**config.mk**
```make
export PLATFORM = sky130hd
export DESIGN_NAME = systolic_tile_ctrl
export DESIGN_NICKNAME = d
export VERILOG_FILES = /design/src/rtl/systolic_tile_ctrl.sv
export SDC_FILE = /design/constraint.sdc
export NUM_CORES = 1
export LEC_CHECK = 0
export ABC_AREA = 1
export CAP_MARGIN = 5
export CORE_MARGIN = 3
export CORE_UTILIZATION = 38
export CTS_CLUSTER_SIZE = 8
export DETAILED_ROUTE_END_ITERATION = 8
export GPL_TIMING_DRIVEN = 0
export PLACE_DENSITY_LB_ADDON = 0.2
export SYNTH_ARGS = -nofsm -noshare
export SYNTH_HDL_FRONTEND = slang
export SYNTH_SLANG_ARGS = --single-unit
```
**constraint.sdc**
```tcl
create_clock -name clk -period 7.33 [get_ports clk]
set_input_delay 1.8325 -clock clk [delete_from_list [all_inputs] [get_ports clk]]
set_output_delay 1.8325 -clock clk [all_outputs]
set_load 0.005 [all_outputs]
```
**src/rtl/systolic_tile_ctrl.sv**
```systemverilog
// Job controller for a SIZE x SIZE systolic MAC array: load, skewed MAC, flush, row output.
// Optional SYSTOLIC_CTRL_PERF_EN adds perf_cycles / job_cnt counter ports.
module systolic_tile_ctrl #(
  parameter int SIZE  = 4,
  parameter int DEPTH = 8,
  parameter int CW    = $clog2(DEPTH + 1)
) (
  input  logic                    clk,
  input  logic                    rst,
`ifdef SYSTOLIC_CTRL_PERF_EN
  output logic [31:0]             perf_cycles,
  output logic [15:0]             job_cnt,
`endif
  input  logic [CW-1:0]           cfg_k,
  input  logic                    x_send_val,
  output logic                    x_send_rdy,
  input  logic                    w_send_val,
  output logic                    w_send_rdy,
  input  logic [SIZE-1:0]         x_fifo_full,
  input  logic [SIZE-1:0]         x_fifo_empty,
  output logic [SIZE-1:0]         x_fifo_wen,
  output logic [SIZE-1:0]         x_fifo_ren,
  input  logic [SIZE-1:0]         w_fifo_full,
  input  logic [SIZE-1:0]         w_fifo_empty,
  output logic [SIZE-1:0]         w_fifo_wen,
  output logic [SIZE-1:0]         w_fifo_ren,
  output logic                    mac_en,
  output logic                    acc_clr,
  output logic                    out_val,
  input  logic                    out_rdy,
  output logic [$clog2(SIZE)-1:0] out_row,
  output logic                    err
);

  localparam int RW  = $clog2(SIZE);
  localparam int CTW = $clog2(DEPTH + SIZE + 1);

  typedef enum logic [1:0] {S_LOAD, S_MAC, S_FLUSH, S_OUT} state_t;

  state_t          state_q, state_d;
  logic [CW-1:0]   k_q, k_d;
  logic [CW-1:0]   x_cnt_q, x_cnt_d;
  logic [CW-1:0]   w_cnt_q, w_cnt_d;
  logic [CTW-1:0]  c_q, c_d;
  logic [RW-1:0]   r_q, r_d;
  logic            err_q, err_d;

  logic            x_rdy_c, w_rdy_c, x_acc, w_acc;
  logic            ren_on, mac_on, out_on, acc_clr_c;
  logic [SIZE-1:0] win, ren_c;
  logic [CTW-1:0]  k_ext;

  function automatic logic [CW-1:0] clamp_k(input logic [CW-1:0] k);
    if (k == '0)
      return CW'(1);
    else if (k > CW'(DEPTH))
      return CW'(DEPTH);
    else
      return k;
  endfunction

  assign k_ext = CTW'(k_q);

  // Row gi reads during c in [gi, gi+k-1], giving the one-cycle skew between rows.
  genvar gi;
  generate
    for (gi = 0; gi < SIZE; gi++) begin : g_win
      assign win[gi] = (c_q >= CTW'(gi)) && (c_q <= CTW'(gi) + k_ext - CTW'(1));
    end
  endgenerate

  always_comb begin
    state_d   = state_q;
    k_d       = k_q;
    x_cnt_d   = x_cnt_q;
    w_cnt_d   = w_cnt_q;
    c_d       = c_q;
    r_d       = r_q;
    x_rdy_c   = 1'b0;
    w_rdy_c   = 1'b0;
    x_acc     = 1'b0;
    w_acc     = 1'b0;
    ren_on    = 1'b0;
    mac_on    = 1'b0;
    out_on    = 1'b0;
    acc_clr_c = 1'b0;
    case (state_q)
      S_LOAD: begin
        x_rdy_c = (x_cnt_q < k_q) && !(|x_fifo_full);
        w_rdy_c = (w_cnt_q < k_q) && !(|w_fifo_full);
        x_acc   = x_send_val && x_rdy_c;
        w_acc   = w_send_val && w_rdy_c;
        if (x_acc) x_cnt_d = x_cnt_q + CW'(1);
        if (w_acc) w_cnt_d = w_cnt_q + CW'(1);
        // Looking at the next counts lets MAC start right after the last accept.
        if (x_cnt_d == k_q && w_cnt_d == k_q) begin
          state_d = S_MAC;
          c_d     = '0;
        end
      end
      S_MAC: begin
        ren_on = 1'b1;
        mac_on = 1'b1;
        if (c_q == k_ext + CTW'(SIZE - 2)) begin
          state_d = S_FLUSH;
          c_d     = '0;
        end else begin
          c_d = c_q + CTW'(1);
        end
      end
      S_FLUSH: begin
        mac_on = 1'b1;
        if (c_q == CTW'(SIZE - 1)) begin
          state_d = S_OUT;
          r_d     = '0;
        end else begin
          c_d = c_q + CTW'(1);
        end
      end
      S_OUT: begin
        out_on = 1'b1;
        if (out_rdy) begin
          if (r_q == RW'(SIZE - 1)) begin
            acc_clr_c = 1'b1;
            state_d   = S_LOAD;
            x_cnt_d   = '0;
            w_cnt_d   = '0;
            r_d       = '0;
            k_d       = clamp_k(cfg_k);
          end else begin
            r_d = r_q + RW'(1);
          end
        end
      end
      default: state_d = S_LOAD;
    endcase
    ren_c = ren_on ? win : '0;
    err_d = err_q | (|(ren_c & x_fifo_empty)) | (|(ren_c & w_fifo_empty));
  end

  always_ff @(posedge clk) begin
    if (!rst) begin
      state_q <= S_LOAD;
      k_q     <= clamp_k(cfg_k);
      x_cnt_q <= '0;
      w_cnt_q <= '0;
      c_q     <= '0;
      r_q     <= '0;
      err_q   <= 1'b0;
    end else begin
      state_q <= state_d;
      k_q     <= k_d;
      x_cnt_q <= x_cnt_d;
      w_cnt_q <= w_cnt_d;
      c_q     <= c_d;
      r_q     <= r_d;
      err_q   <= err_d;
    end
  end

  // All outputs are forced low while reset is asserted.
  assign x_send_rdy = rst & x_rdy_c;
  assign w_send_rdy = rst & w_rdy_c;
  assign x_fifo_wen = {SIZE{rst & x_acc}};
  assign w_fifo_wen = {SIZE{rst & w_acc}};
  assign x_fifo_ren = rst ? ren_c : '0;
  assign w_fifo_ren = rst ? ren_c : '0;
  assign mac_en     = rst & mac_on;
  assign acc_clr    = rst & acc_clr_c;
  assign out_val    = rst & out_on;
  assign out_row    = rst ? r_q : '0;
  assign err        = rst & err_q;

`ifdef SYSTOLIC_CTRL_PERF_EN
  logic [31:0] perf_q, perf_d;
  logic [15:0] job_q, job_d;

  always_comb begin
    perf_d = perf_q;
    job_d  = job_q;
    if (mac_on && perf_q != 32'hFFFF_FFFF) perf_d = perf_q + 32'd1;
    if (acc_clr_c) job_d = job_q + 16'd1;
  end

  always_ff @(posedge clk) begin
    if (!rst) begin
      perf_q <= '0;
      job_q  <= '0;
    end else begin
      perf_q <= perf_d;
      job_q  <= job_d;
    end
  end

  assign perf_cycles = rst ? perf_q : '0;
  assign job_cnt     = rst ? job_q : '0;
`endif

endmodule

```
# Word-level counts from Yosys, hierarchy flattened
# Cells that the tools add are included.
[word_totals]
mem_bits_ro = 0
register_bits = 21
ramBits = 0
memories = 0
word_cells = 125
latch_bits = 0
[classes]
eq_ne = 17
n_shift = 0
bitwise = 12
mux = 41
addsub = 11
mul = 0
div_mod_pow = 0
reduce_logical = 26
order_cmp = 11
[ops]
columns = ["cell", "count"]
rows = [
  ["$mux W4", 17],
  ["$mux W2", 9],
  ["$le A4 B4 Y1", 4],
  ["$pmux W4 S2", 2],
  ["$reduce_or A4 Y1", 4],
  ["$sub A4 B1 Y4 const B", 4],
  ["$add A4 B1 Y4 const B", 3],
  ["$eq A4 B4 Y1", 3],
  ["$ne A2 B2 Y1 const B", 6],
  ["$pmux W4 S3", 1],
  ["$reduce_and A3 Y1", 4],
  ["$mux W1", 10],
  ["$logic_and A1 B1 Y1", 9],
  ["$and A1 B1 Y1", 8],
  ["$and A4 B4 Y4", 2],
  ["$ge A4 B1 Y1 const B", 2],
  ["$ge A4 B2 Y1 const B", 2],
  ["$lt A4 B4 Y1", 2],
  ["$pmux W2 S4", 1],
  ["$eq A2 B2 Y1 const B", 3],
  ["$ne A2 B1 Y1 const B", 3],
  ["$reduce_and A5 Y1", 1],
  ["$add A1 B4 Y4 const A", 1],
  ["$add A2 B4 Y4 const A", 1],
  ["other kinds (13)", 16],
]

# Longest topological paths before layout
# Gate-level depths: netlist of the first run.
[logic_depth]
depth_word = 10
mapped_depth = 19

# Worst setup path before layout of the first run
# OpenSTA, ideal clock, no wires.
[synth_timing]
kind = "input to output"
start = "input x_fifo_full[1]"
end = "output x_fifo_wen[1]"
n_path_buf = 1
slack_ps = 2809
arrival_time_ps = 2689
path_stages = 6
path_cell_list = "nor2_1 -> nand2_1 -> nor2_4 -> nand3_4 -> nor2_1 -> buf_4"
[synth_between]
elab_chain_cells = 6
[synth_lines]
columns = ["item", "line_no", "text"]
rows = [
  ["start, declared", "19", "input logic [SIZE-1:0] x_fifo_full,"],
  ["$reduce_or A4 Y1", "89", "x_rdy_c = (x_cnt_q < k_q) && !(|x_fifo_full);"],
  ["$logic_not A1 Y1", "89", ""],
  ["$logic_and A1 B1 Y1", "89", ""],
  ["$logic_and A1 B1 Y1", "91", "x_acc = x_send_val && x_rdy_c;"],
  ["$mux W1", "87", "case (state_q)"],
  ["$and A1 B1 Y1", "164", "assign x_fifo_wen = {SIZE{rst & x_acc}};"],
  ["end, declared", "21", "output logic [SIZE-1:0] x_fifo_wen,"],
]
# No other way between the ends.

# Worst setup path in the final report of the first run
[layout_timing]
start = "input rst"
end = "output x_fifo_ren[3]"
[layout_between]
elab_chain_cells = 1
[layout_lines]
columns = ["item", "line_no", "text"]
rows = [
  ["start, declared", "9", "input logic rst,"],
  ["$mux W4", "166", "assign x_fifo_ren = rst ? ren_c : '0;"],
  ["end, declared", "22", "output logic [SIZE-1:0] x_fifo_ren,"],
]
# No other way between the ends.

==> metrics.csv, run 1 <==
stage,metric,value,unit
yosys,yosysSeqAreaShare,19.1,%
yosys,synth_adder_area_share,19.2,%
timing,rsz0062_at_grt,no,
grt,grt_pass1_wl,9740,um
yosys,synth_cells,361,
critical_path,cp_slowest_stage_delay,0.56,ns
floorplan,core,6030,um2
clocking,numCtsBuffers,3,
clocking,cts_max_level,1,
timing,skew,0.00286,ns
critical_path,critPathKind,input pin to primary output,
timing,slew_headroom,61.2,%
critical_path,crit_chain,clkdlybuf4s50_1 -> inv_1 -> nor4_1 -> buf_4 -> clkdlybuf4s50_1,
finish,fillers,603,
pwr,ir_drop,103,uV
yosys,syn-num-nets,423,
clocking,post_cts_buffers,0,
grt,grt_pass1_vias,2202,
placement,post-place-ws,1.73,ns
timing,fmax,179,MHz
critical_path,r2r_setup_slack,4.65,ns
clocking,ctsHoldBuffers,0,
timing,period_share,76.2,%
critical_path,crit_path_top_delay_cell,clkdlybuf4s50_1,
clocking,clock_path_buffers,2,
clocking,cts_tree,done,
critical_path,worst_setup_path_start_kind,input pin,
outcome,outcome,completed,
timing,tns,0,ns
detailed_routing,route.vias.total,2364,
clocking,clock_sinks,21,
job,cap_viol_max_count,0,
pwr,power_frac_comb,55.7,%
critical_path,cp_common_cell,clkdlybuf4s50_1,
critical_path,path_buf_inv,4,
yosys,yosysWarningCount,0,
finish,drive_above_1_share,8.72,%
critical_path,crit_required,5.50,ns
pwr,power_density,177,nW/um2
grt,antenna_found_initial,0,
pwr,leakage,1.51,nW
detailed_routing,wirelength,5760,um
detailed_routing,routed_via_density,4.84,
timing,hold_viol,0,
yosys,synth_compound_area_share,8.00,%
yosys,yosysUniqueCellTypes,29,
finish,nets,476,
finish,antenna_cells,0,
floorplan,die_w,85.6,um
clocking,clock_latency,0.26,ns
detailed_routing,initialDrtViolationCount,84,
critical_path,crit_arrival,3.75,ns
timing,hold_ws,0.509,ns
timing,period_minus_slack,5.58,ns
yosys,avgSynthCellArea,6.67,um2
placement,portBuffers,48,
critical_path,cp_top_family,buffers and inverters,
yosys,synth_simple_gate_area_share,38.3,%
grt,grt_max_degree,13,
timing,finalSetupViolCount,0,
detailed_routing,drc,0,
grt,grt-ovfl-total,0,
clocking,cts_root_buf,clkbuf_8,
pwr,power_switching,0.246,mW
timing,drv_slew,0,
yosys,synth_top_family_by_area,simple AND/OR/NAND/NOR gates,
floorplan,dieArea,7330,um2
detailed_routing,drtAntennaViolNets,0,
placement,hpwl,4620,um
pwr,power_frac_clock,14.7,%
clocking,path_clk_slew,0.08,ns
min_path,min_path_type,register to register,
clocking,cts.repair.resized,0,
critical_path,end_kind,primary output,
yosys,synth_area,2410,um2
pwr,seq_power_share,29.5,%
floorplan,ios,49,
floorplan,die_height,85.6,um
critical_path,critPathMaxFanout,6,
floorplan,row_count,28,
detailed_routing,wl_per_cell,11.8,um
timing,worst_slew_pin_slew,0.581,ns
detailed_routing,drt_pass1_iterations,4,
yosys,synthMuxAreaShare,0,%
timing,fin_ws,1.75,ns
pwr,switching_share,45.8,%
pwr,internal_power,0.291,mW
grt,track_usage,16.0,%
finish,area_growth,25.8,%
yosys,synthXorXnorAreaFrac,3.64,%
floorplan,start_util,40.0,%
yosys,synth_seq_cells,21,
placement,gp_congestion,0.800,
## stage by stage
| step | area (um2) | total power [mW] | cells | util [%] |
|---|---|---|---|---|
| global route | 3030 | 0.590 | 488 | 50.3 |
| floorplan | 2410 | 0.372 | 361 | - |
| CTS | 3030 | 0.539 | 488 | 50.3 |
| global placement | 2980 | 0.454 | 484 | 49.5 |
| finish | 3030 | 0.537 | 488 | 50.3 |
| detailed placement | 2980 | 0.459 | 484 | 49.5 |
## kinds of logic after synthesis
family	count (synthesis)
AND/OR/NAND/NOR	195
buffers and inverters	62
flip-flops	21
adder cells (fa/ha/maj)	37
XOR/XNOR	10
AO/OA/AOI/OAI	36
## synthesized netlist by cell type
master    count  area [um2]
o21ai_0      13        65.1
clkbuf_1      3        11.3
nor3b_1       1        7.51
xnor2_1       6        52.6
o21bai_1      2        15.0
nand2_1      91         342
xor2_1        4        35.0
nand3_4       2        35.0
o41ai_1       1        8.76
buf_2         1        5.00
nor2_1       37         139
edfxtp_1      4         120
clkbuf_8      1        13.8
nand3_1      25         125
buf_4        10        75.1
nand4_1      11        68.8
nor4_1        4        25.0
nand2_2       7        43.8
a32oi_1       1        8.76
ha_1         37         463
or2_2         1        6.26
dfxtp_1      17         340
a21oi_1      19        95.1
nor2_4        2        22.5
nor2_2        2        12.5
inv_1        47         176
nand2_4       5        56.3
nand3_2       1        10.0
nor3_1        6        30.0
## power groups by stage
| stage | Clock, mW | Sequential (mW) | Combinational [mW] |
|---|---|---|---|
| 6_report | 0.0792 | 0.159 | 0.299 |
| 2_1_floorplan | 0 | 0.153 | 0.219 |
| 4_1_cts | 0.0805 | 0.158 | 0.300 |
| 5_1_grt | 0.0837 | 0.162 | 0.345 |
| 3_3_place_gp | 0 | 0.160 | 0.294 |
| 3_5_place_dp | 0 | 0.161 | 0.298 |
## path summary, 6_finish.rpt
| path | from | to | cells after the start |
|---|---|---|---|
| setup / recovery | rst | x_fifo_ren[3] | 5 |
| hold / removal | r_q[1]$_SDFFE_PN0P_ | r_q[1]$_SDFFE_PN0P_ | 2 |
| setup reg to reg | k_ext[3]$_SDFFCE_PP0P_ | state_q[1]$_SDFFE_PN0P_ | 17 |
| hold reg to reg | r_q[1]$_SDFFE_PN0P_ | r_q[1]$_SDFFE_PN0P_ | 2 |
## cell type report
| class | count | area (um2) | share of cell area (%) |
|---|---|---|---|
| buffer | 15 | 105 | 3.47 |
| clock buffer | 3 | 41.3 | 1.36 |
| clock inverter | 1 | 5.00 | 0.165 |
| inverter | 47 | 176 | 5.82 |
| multi-input combinational | 278 | 1670 | 55.0 |
| sequential | 21 | 460 | 15.2 |
| tap | 75 | 93.8 | 3.10 |
| timing repair buffer | 48 | 480 | 15.9 |
## layout by cell type, fill, tap and decap left out
master,count
a32oi_1,1
nor4_1,4
nand2_4,5
buf_2,1
clkbuf_8,4
nand3_4,2
o21ai_0,13
inv_1,47
nor2_4,2
ha_1,37
or2_2,1
nor2_2,2
nand4_1,11
nand2_2,7
nand2_1,91
clkinv_2,1
buf_4,10
a21oi_1,19
edfxtp_1,4
nand3_1,25
nor3_1,6
o21bai_1,2
nor2_1,37
nand3_2,1
o41ai_1,1
clkdlybuf4s50_1,48
clkbuf_1,3
nor3b_1,1
xnor2_1,6
xor2_1,4
dfxtp_1,17
## metal layers
layer / track usage (%) / vias to the layer above / share of wire [%]
met1: 21.7 / 1060 / 50
met3: 1.83 / 4 / 2.7
met4: 2.88 / 0 / 0.71
met2: 27.5 / 35 / 46
li1: - / 1265 / -
met5: 0 / - / 0
## worst min-delay path, stage by stage, from the launching register on
cell	delay, ns
dfxtp_1	0.32
nand2_1	0.07
o21ai_0	0.08
## registers in the layout, indices dropped and copies added, names as in the netlist
signal,cells
err_q,1
x_cnt_q,4
state_q,2
r_q,2
k_ext,4
w_cnt_q,4
c_q,4
Note: power is estimated with default switching activity, not from simulation.
==> inputs of run 2 (changes only) <==
==> constraint.sdc (replaced) <==
create_clock -name clk -period 5.7 [get_ports clk]
set_input_delay 1.425 -clock clk [delete_from_list [all_inputs] [get_ports clk]]
set_output_delay 1.425 -clock clk [all_outputs]
set_load 0.005 [all_outputs]
==> results of run 2 <==
Same layout as run 1 (identical final DEF). Status: completed.
Among the figures that moved: setup slack after placement 1.73 ns -> 0.910 ns; setup slack after layout 1.75 ns -> 0.932 ns; register-to-register setup slack 4.65 ns -> 3.02 ns; total power 0.537 mW -> 0.691 mW; worst IR drop on VDD 103 uV -> 133 uV
==> inputs of run 3 (changes only) <==
==> constraint.sdc (replaced) <==
create_clock -name clk -period 4.4 [get_ports clk]
set_input_delay 1.1 -clock clk [delete_from_list [all_inputs] [get_ports clk]]
set_output_delay 1.1 -clock clk [all_outputs]
set_load 0.005 [all_outputs]
==> run 3 against run 2 <==
  * Clock-buffer cell count is the same
  * Routed wire length grew 0.17%
  * Largest cell class unchanged
  * Global-route usage did not move
  * Sequential share of layout area is 0.14 points lower
  * Worst setup slack got worse by 0.68 ns
  * Combinational power is 31% higher
  * Sequential power increased by 29%
  * Critical endpoint is now x_fifo_ren[0]
  * First-iteration DRC count is 20% lower
  * Flip-flop and latch count unchanged
  * Via count increased by 0.59%
==> metrics.csv, run 3 (synthesis gave the netlist of run 1 again) <==
stage,metric,value,unit
finish,multiInputGateArea,1670,um2
timing,finalSetupViolCount,0,
pwr,power_switching,0.411,mW
timing,slew_headroom,60.3,%
pwr,ir_drop,173,uV
detailed_routing,routed_via_density,4.84,
grt,grt_use_met3,1.83,%
grt,antenna_found_initial,0,
detailed_routing,initialDrtViolationCount,67,
timing,rsz0062_at_grt,no,
placement,hpwl,4620,um
pwr,leakage,1.52,nW
placement,portBuffers,48,
critical_path,cp_slowest_stage_delay,0.49,ns
detailed_routing,drc,0,
clocking,path_clk_slew,0.08,ns
timing,drv_slew,0,
grt,grt_pass1_vias,2202,
critical_path,cp_common_cell,clkdlybuf4s50_1,
critical_path,timing.rr.end,state_q[1]$_SDFFE_PN0P_,
critical_path,crit_required,3.30,ns
min_path,min_path_type,register to register,
timing,skew,0.00391,ns
critical_path,worst_setup_path_start_kind,input pin,
finish,fillers,601,
placement,gp_congestion,0.800,
finish,drive_above_1_share,9.86,%
detailed_routing,route.vias.total,2378,
finish,layout_common_cells,"nand2_1 (91), clkdlybuf4s50_1 (48), inv_1 (46)",
job,cap_viol_max_count,0,
clocking,clock_sinks,21,
placement,dpl_cell_area,2980,um2
critical_path,crit_path_top_delay_cell,clkdlybuf4s50_1,
clocking,cts_tree,done,
clocking,clock_path_buffers,2,
detailed_routing,drt_pass1_iterations,4,
critical_path,critPathMaxFanout,10,
critical_path,worst-r2r-cell-count,17,
critical_path,crit_arrival,3.05,ns
finish,final_common_cell,nand2_1,
pwr,power_frac_comb,56.0,%
clocking,numCtsBuffers,3,
clocking,cts_max_level,1,
grt,grt-ovfl-total,0,
critical_path,end_kind,primary output,
timing,worst_slew_pin_slew,0.593,ns
grt,gr-usage-met2,27.5,%
timing,period_minus_slack,4.15,ns
timing,fin_ws,0.254,ns
detailed_routing,drtAntennaViolNets,0,
floorplan,start_util,40.0,%
finish,antenna_cells,0,
critical_path,crit_chain,clkdlybuf4s50_1 -> inv_1 -> clkbuf_1 -> nor2_1 -> buf_4 -> clkdlybuf4s50_1,
pwr,seq_power_share,29.3,%
floorplan,die_height,85.6,um
critical_path,r2r_start,k_ext[3]$_SDFFCE_PP0P_,
detailed_routing,wirelength,5770,um
critical_path,r2r_setup_slack,1.71,ns
outcome,outcome,completed,
detailed_routing,wl_per_cell,11.8,um
grt,grt-busiest-layer,met2,
floorplan,die_w,85.6,um
pwr,internal_power,0.488,mW
floorplan,row_count,28,
grt,met1_usage,21.7,%
timing,tns,0,ns
pwr,power_density,294,nW/um2
pwr,power_frac_clock,14.7,%
finish,finalInstanceArea,3060,um2
clocking,cts_root_buf,clkbuf_8,
grt,track_usage,16.0,%
timing,period_share,94.2,%
floorplan,core,6030,um2
floorplan,ios,49,
grt,grt_pass1_wl,9740,um
clocking,ctsHoldBuffers,0,
finish,fin_cells,491,
critical_path,crit_end,x_fifo_ren[0],
floorplan,dieArea,7330,um2
clocking,clock_latency,0.26,ns
placement,place_inst,484,
grt,grt_max_degree,13,
critical_path,crit_start,rst,
pwr,switching_share,45.7,%
critical_path,critPathKind,input pin to primary output,
finish,nets,479,
timing,hold_viol,0,
finish,seqCellArea,460,um2
timing,fmax,241,MHz
finish,area_growth,27.0,%
placement,post-place-ws,0.260,ns
run 3: how the worst min path moves through the flow:
stage	startpoint	endpoint	slack, ns	depth (start not counted)
floorplan	r_q[1]$_SDFFE_PN0P_	r_q[1]$_SDFFE_PN0P_	0.47	2
global placement	r_q[1]$_SDFFE_PN0P_	r_q[1]$_SDFFE_PN0P_	0.50	2
finish	r_q[1]$_SDFFE_PN0P_	r_q[1]$_SDFFE_PN0P_	0.51	2
global route	w_cnt_q[3]$_SDFFE_PN0P_	w_cnt_q[3]$_SDFFE_PN0P_	0.54	2
detailed placement	w_cnt_q[3]$_SDFFE_PN0P_	w_cnt_q[3]$_SDFFE_PN0P_	0.50	2
CTS	r_q[1]$_SDFFE_PN0P_	r_q[1]$_SDFFE_PN0P_	0.51	2
run 3: final cells by class:
type                    instances  share of cell area, %
plain buffers                  15                   3.44
clock buffers                   3                   1.35
clock inverters                 1                  0.164
inverters                      47                   5.77
multi-input cells             278                   54.7
flip-flops and latches         21                   15.1
well taps                      75                   3.07
repair buffers                 51                   16.4
run 3: routing by layer:
layer	vias up	routed length, um
li1	1274	-
met1	1046	2820
met2	54	2630
met3	4	282
met4	0	41
met5	-	0
run 3: worst max-delay path: cells and delay by family:
kind / cells / cell delay [ns]
buf+inv: 5 / 1.79
simple gates: 1 / 0.15
run 3: power groups by stage:
stage                     Combinational, mW  Sequential [mW]  Clock, mW
final                                 0.504            0.263      0.132
after global routing                  0.581            0.269      0.140
after CTS                             0.500            0.264      0.134
after detailed placement              0.497            0.268          0
after global placement                0.490            0.267          0
after floorplan                       0.364            0.255          0
run 3: per-stage QoR:
| step | hold slack (ns) | power (mW) | utilization (%) |
|---|---|---|---|
| after global routing | 0.537 | 0.989 | 50.7 |
| after detailed placement | 0.501 | 0.765 | 49.5 |
| after CTS | 0.511 | 0.898 | 50.3 |
| after global placement | 0.498 | 0.757 | 49.5 |
| final | 0.509 | 0.899 | 50.7 |
| after floorplan | 0.473 | 0.619 | - |
run 3: timing repair:
item / in CTS / in global routing
endpoints found under the hold margin: 0 / 0
gates resized for setup: 0 / 2
buffers inserted: 0 / 3
endpoints found under the setup margin: 0 / 4
